`config.mk`:
```
export PLATFORM = sky130hd
export DESIGN_NAME = hazard_ctrl
export DESIGN_NICKNAME = d
export VERILOG_FILES = /design/src/rtl/hazard_ctrl.sv
export SDC_FILE = /design/constraint.sdc
export NUM_CORES = 1
export LEC_CHECK = 0
export ABC_AREA = 1
export CORE_ASPECT_RATIO = 0.6
export CORE_MARGIN = 2
export CORE_UTILIZATION = 45
export DETAILED_ROUTE_END_ITERATION = 6
export PLACE_DENSITY_LB_ADDON = 0.15
export REMOVE_ABC_BUFFERS = 1
export SLEW_MARGIN = 10
export SYNTH_ARGS = -nofsm -noshare
export SYNTH_HDL_FRONTEND = slang
export SYNTH_SLANG_ARGS = --single-unit
```
`constraint.sdc`:
```
create_clock -name clk -period 2.4 [get_ports clk]
set_clock_uncertainty 0.1 [all_clocks]
set_input_delay 0.24 -clock clk [delete_from_list [all_inputs] [get_ports clk]]
set_output_delay 0.24 -clock clk [all_outputs]
set_load 0.02 [all_outputs]
```
`src/rtl/hazard_ctrl.sv`:
```
// Hazard and sequencing controller for the 5-stage core: load-use bubbles,
// taken-branch flushes, fetch wait states, start-up freeze and perf counters.
module hazard_ctrl #(
    parameter int REG_ADDR_WIDTH = 5,
    parameter int INIT_CYCLES    = 2,
    parameter int TIMEOUT        = 15,
    parameter int CNT_WIDTH      = 16
) (
    input  logic                      clk,
    input  logic                      reset,
    input  logic [6:0]                IF_ID_inst_opcode,
    input  logic [REG_ADDR_WIDTH-1:0] IF_ID_rs1,
    input  logic [REG_ADDR_WIDTH-1:0] IF_ID_rs2,
    input  logic [6:0]                ID_EX_inst_opcode,
    input  logic [REG_ADDR_WIDTH-1:0] ID_EX_rd,
    input  logic                      branch_taken,
    input  logic                      imem_busy,
    output logic                      pc_write_en,
    output logic                      IF_ID_write_en,
    output logic                      IF_ID_flush,
    output logic                      ctr_sel,
    output logic                      fetch_err,
    output logic [CNT_WIDTH-1:0]      stall_cnt,
    output logic [CNT_WIDTH-1:0]      flush_cnt
);
    localparam logic [6:0] OP_LOAD   = 7'b0000011;
    localparam logic [6:0] OP_LUI    = 7'b0110111;
    localparam logic [6:0] OP_AUIPC  = 7'b0010111;
    localparam logic [6:0] OP_JAL    = 7'b1101111;
    localparam logic [6:0] OP_RTYPE  = 7'b0110011;
    localparam logic [6:0] OP_STORE  = 7'b0100011;
    localparam logic [6:0] OP_BRANCH = 7'b1100011;

    localparam int IW = (INIT_CYCLES > 1) ? $clog2(INIT_CYCLES) : 1;
    localparam int WW = $clog2(TIMEOUT);
    localparam logic [IW-1:0] INIT_LAST = IW'(INIT_CYCLES - 1);
    localparam logic [WW-1:0] WAIT_LAST = WW'(TIMEOUT - 1);

    typedef enum logic [1:0] {
        ST_INIT,
        ST_RUN,
        ST_MEM_WAIT,
        ST_ERROR
    } state_t;

    state_t               r_state;
    logic [IW-1:0]        r_init_cnt;
    logic [WW-1:0]        r_wait_cnt;
    logic [CNT_WIDTH-1:0] r_stall_cnt;
    logic [CNT_WIDTH-1:0] r_flush_cnt;

    logic w_rs1_used;
    logic w_rs2_used;
    logic w_load_use;
    logic w_stall_inc;
    logic w_flush_inc;

    assign w_rs1_used = !(IF_ID_inst_opcode == OP_LUI || IF_ID_inst_opcode == OP_AUIPC ||
                          IF_ID_inst_opcode == OP_JAL);
    assign w_rs2_used = (IF_ID_inst_opcode == OP_RTYPE || IF_ID_inst_opcode == OP_STORE ||
                         IF_ID_inst_opcode == OP_BRANCH);
    assign w_load_use = (ID_EX_inst_opcode == OP_LOAD) && (ID_EX_rd != '0) &&
                        ((w_rs1_used && IF_ID_rs1 == ID_EX_rd) ||
                         (w_rs2_used && IF_ID_rs2 == ID_EX_rd));

    // Default is the FREEZE set; each state only overrides what differs.
    always_comb begin
        pc_write_en    = 1'b0;
        IF_ID_write_en = 1'b0;
        IF_ID_flush    = 1'b0;
        ctr_sel        = 1'b0;
        w_stall_inc    = 1'b0;
        w_flush_inc    = 1'b0;
        case (r_state)
            ST_INIT: IF_ID_flush = 1'b1;
            ST_RUN: begin
                if (branch_taken) begin
                    pc_write_en    = 1'b1;
                    IF_ID_write_en = 1'b1;
                    IF_ID_flush    = 1'b1;
                    w_flush_inc    = 1'b1;
                end else if (imem_busy || w_load_use) begin
                    w_stall_inc = 1'b1;
                end else begin
                    pc_write_en    = 1'b1;
                    IF_ID_write_en = 1'b1;
                    ctr_sel        = 1'b1;
                end
            end
            ST_MEM_WAIT: begin
                if (branch_taken) begin
                    pc_write_en    = 1'b1;
                    IF_ID_write_en = 1'b1;
                    IF_ID_flush    = 1'b1;
                    w_flush_inc    = 1'b1;
                end else begin
                    w_stall_inc = 1'b1;
                end
            end
            default: ;
        endcase
    end

    always_ff @(posedge clk or posedge reset) begin
        if (reset) begin
            r_state     <= ST_INIT;
            r_init_cnt  <= '0;
            r_wait_cnt  <= '0;
            r_stall_cnt <= '0;
            r_flush_cnt <= '0;
        end else begin
            if (w_stall_inc && r_stall_cnt != '1) r_stall_cnt <= r_stall_cnt + 1'b1;
            if (w_flush_inc && r_flush_cnt != '1) r_flush_cnt <= r_flush_cnt + 1'b1;
            case (r_state)
                ST_INIT: begin
                    if (r_init_cnt == INIT_LAST) r_state <= ST_RUN;
                    else                         r_init_cnt <= r_init_cnt + 1'b1;
                end
                ST_RUN: begin
                    // The busy cycle seen here counts as the first wait cycle.
                    if (imem_busy) begin
                        r_state    <= ST_MEM_WAIT;
                        r_wait_cnt <= WW'(1);
                    end
                end
                ST_MEM_WAIT: begin
                    if (!branch_taken) begin
                        if (!imem_busy)                r_state <= ST_RUN;
                        else if (r_wait_cnt == WAIT_LAST) r_state <= ST_ERROR;
                        else                           r_wait_cnt <= r_wait_cnt + 1'b1;
                    end
                end
                default: r_state <= ST_ERROR;
            endcase
        end
    end

    assign fetch_err = (r_state == ST_ERROR);
    assign stall_cnt = r_stall_cnt;
    assign flush_cnt = r_flush_cnt;
endmodule

```
# After elaboration in Yosys (flattened, before gate mapping)
# Index checks and enable logic that the tools add are counted.
# classes
addsub	4
eq_ne	21
muxes	24
reduce_logical	19
# op_table
operator	n
16-bit by 1-bit adder with 16-bit output, second input constant	2
16-bit != test, second input constant	2
7-bit by 6-bit equality test with 1-bit output, second input constant	3
4-bit two-way mux	4
7-bit equality test, second input constant	2
5-bit equality test	2
1-bit two-way mux	10
2-bit two-way mux	5
2-bit != test, second input constant	5
4-bit case mux with 2 select lines	1
7-bit by 2-bit equality test with 1-bit output, second input constant	1
7-bit by 5-bit equality test with 1-bit output, second input constant	1
1-bit logical AND	6
1-bit logical OR	6
1-bit case mux with 2 select lines	3
2-bit case mux with 3 select lines	1
5-bit AND reduction	1
5-bit nonzero test	1
4-bit by 1-bit adder with 4-bit output, second input constant	1
2-bit equality test, second input constant	2
4-bit equality test, second input constant	1
4-bit AND reduction	1
3-bit != test, second input constant	1
2-bit by 1-bit equality test with 1-bit output, second input constant	1
5 further kinds	5
# totals
register_bits	39
out_inout_bits	37
wordCells	73

# Logic depth before layout (Yosys ltp)
# depth
word_depth	12
depth_mapped	13
depth_no_buf	12

# Worst setup path after synthesis
# Ideal clock, no wire load.
# synth_timing
path_kind	register -> output
startpoint	register r_state[0]
endpoint	output pc_write_en
arrival_ns	1.616
required_time_ns	2.060
slack_ns	0.444
path_stages_with_launch	6
path_cell_list	dfrtp_1 inv_1 ha_1 nand2_1 o21ai_0 buf_4
# synth_between
elab_chain_len	2
word_cells_on_any_way	3
# synth_rtl
element	line	text
start, declared	46	state_t r_state;
start signal, assigned	106	r_state <= ST_INIT;
start signal, assigned	116	if (r_init_cnt == INIT_LAST) r_state <= ST_RUN;
start signal, assigned	122	r_state <= ST_MEM_WAIT;
2-bit equality test / 2-bit by 1-bit equality test with 1-bit output (equally long branches)	-	
1-bit case mux with 2 select lines (*)	-	
end, declared	18	output logic pc_write_en,
# Mark *: on every way between the ends. The rest lies on a longest branch, timed or not.

# Worst setup path in the final report
# layout_timing
startpoint	input ID_EX_rd[1]
endpoint	output pc_write_en
# layout_between
elab_chain_len	8
word_cells_on_any_way	12
# layout_rtl
element	line	text
start, declared	15	input logic [REG_ADDR_WIDTH-1:0] ID_EX_rd,
5-bit equality test, on equally long branches	63, 64	
1-bit logical AND, on equally long branches	63, 64	
1-bit logical OR	63	((w_rs1_used && IF_ID_rs1 == ID_EX_rd) ||
1-bit logical AND (*)	62	assign w_load_use = (ID_EX_inst_opcode == OP_LOAD) && (ID_EX_rd != '0) &&
1-bit logical OR (*)	82	end else if (imem_busy || w_load_use) begin
1-bit two-way mux (*)	82	
1-bit two-way mux (*)	77	if (branch_taken) begin
1-bit case mux with 2 select lines (*)	74	case (r_state)
# Marked as above.

==> flow_summary.yaml <==
outcome:
  outcome: "finished, final reports clean"
sta:
  period_needed_ps: 2213
  finalCritPeriodShare_pct: 92.21
  finalMaxSlewViolations: 0
  rsz0062_at_grt: "true"
  finalHoldViolCount: 0
  slew_headroom_pct: 64.69
  finalSetupViolCount: 0
  timing.hold.ws_ps: 245.6
  worstMarginPinSlew_ps: 526.1
  clock.fmax_ghz: 0.4519
pwr:
  ir_drop_mv: 0.6475
  power_density_nw_per_um2: 743.8
  leakage_nw: 1.685
route:
  postRouteAntennaNets: 0
  avgViaCountPerCell: 4.820
  num_vias: 2328
  firstDrtPassIters: 4
  wire_per_inst_um: 11.91
  drcViolationCount: 0
  routed_wl_um: 5752
  first_iter_violations: 99
floorplanning:
  ios: 70
  die_h_um: 62.17
  start_util_pct: 45.99
  dieArea_um2: 6275
  core-area_um2: 5518
  die_width_um: 100.9
  rows: 21
clock_tree:
  clk-insertion-delay-late_ps: 300
  htree_num_levels: 2
  clkSinkCount: 39
  post_cts_buffers: 0
  clock-root-buffer: "clkbuf_8"
  cts_tree: "built"
  cts_resized: 3
  cts_hold_buf: 0
  max-clock-path-buffers: 2
  clk_pin_slew_ps: 70
  numCtsBuffers: 5
logic_synthesis:
  synth_top_area_share_pct: 38.46
  ys_seq_area_share_pct: 38.46
  avgSynthCellArea_um2: 7.552
  synth_largest_area_cell: "dfrtp_1"
  syn_inst: 336
  synth_seq_cells: 39
  synth-warning-count: 0
  synth_cell_type_count: 28
  syn-cell-area_um2: 2537
  synth_area_leaders: "dfrtp_1, nand2_1, xor2_1"
worst_setup_path:
  crit_top_cell: "nand2_1"
  worstPathMaxFanout: 3
  crit_path_start_kind: "input pin"
  crit_chain: "clkdlybuf4s50_1, inv_2, nand2_1, nand2_1, nand2_1, nor2_1, nand3_1, nand2_1, a21oi_1, nand3_1, o21ai_0, dlygate4sd2_1"
  critPathCaptureType: "output port"
  worstPathRequired_ps: 2060
  worstSetupPathType: "in -> out"
  cpMaxStageDelayCell: "clkdlybuf4s50_1"
  slowest_delay_ps: 530
  arrival_ps: 1870
layout:
  ff_latch_area_um2: 975.9
  area_growth_pct: 35.06
  nNetsFinal: 454
  diodes: 0
  final_layout_size_suffix_gt1_share_pct: 5.797
  nFillCells: 499
  multi_input_area_um2: 1361
  final_core_util_pct: 62.11
global_route:
  grt_pass1_vias: 2243
  grt_max_degree: 40
  grtUsageTotal_pct: 20.13
  antenna_found_initial: 0
  overflow: 0
  grt_pass1_wl_um: 10120
place:
  dp_hpwl_um: 4411
  gp_congestion: 0.8450
  io_buffers: 69
worst_hold_path:
  hp-class: "in -> async"
run:
  cap_violations: 0
cells in the final DEF (no fill, tap or decap), types with 2 or more instances in the layout:
cell type / n
clkbuf_8: 7
nor3_1: 10
clkdlybuf4s50_1: 65
ha_1: 8
xor2_1: 20
nor3_4: 2
inv_2: 2
a21oi_1: 6
o31ai_1: 3
nor2_1: 28
xnor2_1: 13
nand4_1: 20
o21ai_0: 5
dlygate4sd2_1: 3
dfrtp_1: 39
buf_4: 7
nand2_1: 105
nand3_1: 16
nor4_1: 3
inv_1: 41
report_power, final:
group | internal, mW | switching, mW | leakage [nW]
logic | 0.491 | 0.645 | 1.12
registers | 0.773 | 0.139 | 0.514
clock network | 0.262 | 0.239 | 0.0515
final timing paths:
check	startpoint	end	slack, ps	cells past startpoint
worst max-delay path	ID_EX_rd[1]	pc_write_en	190	12
worst max register to register	r_state[0]	flush_cnt[10]	310	9
worst min-delay path	reset	flush_cnt[1]	250	3
worst min register to register	r_init_cnt	r_init_cnt	370	1
min in group clk	r_init_cnt	r_init_cnt	370	1
max in group asynchronous	reset	stall_cnt[15]	1600	3
critical path: cells and delay by family:
family          cells  cell delay, ps
buf+inv             3             940
compound gates      2             280
simple gates        7             410
registers in the layout, indices dropped and copies added, names as in the netlist:
signal	flops
flush_cnt	16
stall_cnt	16
r_init_cnt	1
r_state	2
r_wait_cnt	4
kinds of logic after synthesis:
| kind of cell | share of synthesized area [%] |
|---|---|
| adders and majority gates | 3.945 |
| AOI/OAI and AO/OA | 3.550 |
| buffers and inverters | 7.890 |
| xor gates and xnor gates | 11.39 |
| DFF | 38.46 |
| and+or+nand+nor | 34.76 |
per-stage QoR:
stage               setup TNS [ps]  std cells  worst slack, ps  power [mW]  cell area [µm²]
finish                           0        483            187.0       2.549             3427
detailed placement          -229.6        475           -108.9       2.076             3328
global route                -9.533        483           -5.895       2.730             3427
floorplan                        0        330            348.2       1.590             2499
CTS                              0        483            54.80       2.564             3425
global placement            -150.7        475           -68.87       2.059             3328
cell usage after synthesis:
master    number
nor3_4         2
o21ai_1        1
nor3_1        10
or2_2          1
nor3_2         1
xnor2_1       13
dfrtp_1       39
inv_1         41
nand3_2        1
nor3b_4        1
nor3b_1        1
buf_4          1
a21oi_1        6
nand3_4        1
nand3_1       16
xor2_1        20
nand2_1      105
nand4_1       20
buf_2          4
o31ai_1        3
buf_6          1
inv_2          2
nor2_1        28
nand2_2        1
o211ai_1       1
ha_1           8
o21ai_0        5
nor4_1         3
final cells by class:
cell class	count	area share, %
clock buffer	8	2.921
inverter	43	4.710
multi-input combinational	248	39.72
sequential	39	28.48
tap	69	2.519
timing repair buffer	76	21.65
routing by layer:
layer / part of all wire (%) / GRT usage, % / vias to the layer above
met2: 42 / 30.00 / 39
met3: 4.3 / 6.419 / 7
met5: 0 / 0 / -
met1: 53 / 28.82 / 1050
li1: - / - / 1232
met4: 1.2 / 4.223 / 0
Power figures use the tool's default switching activity.
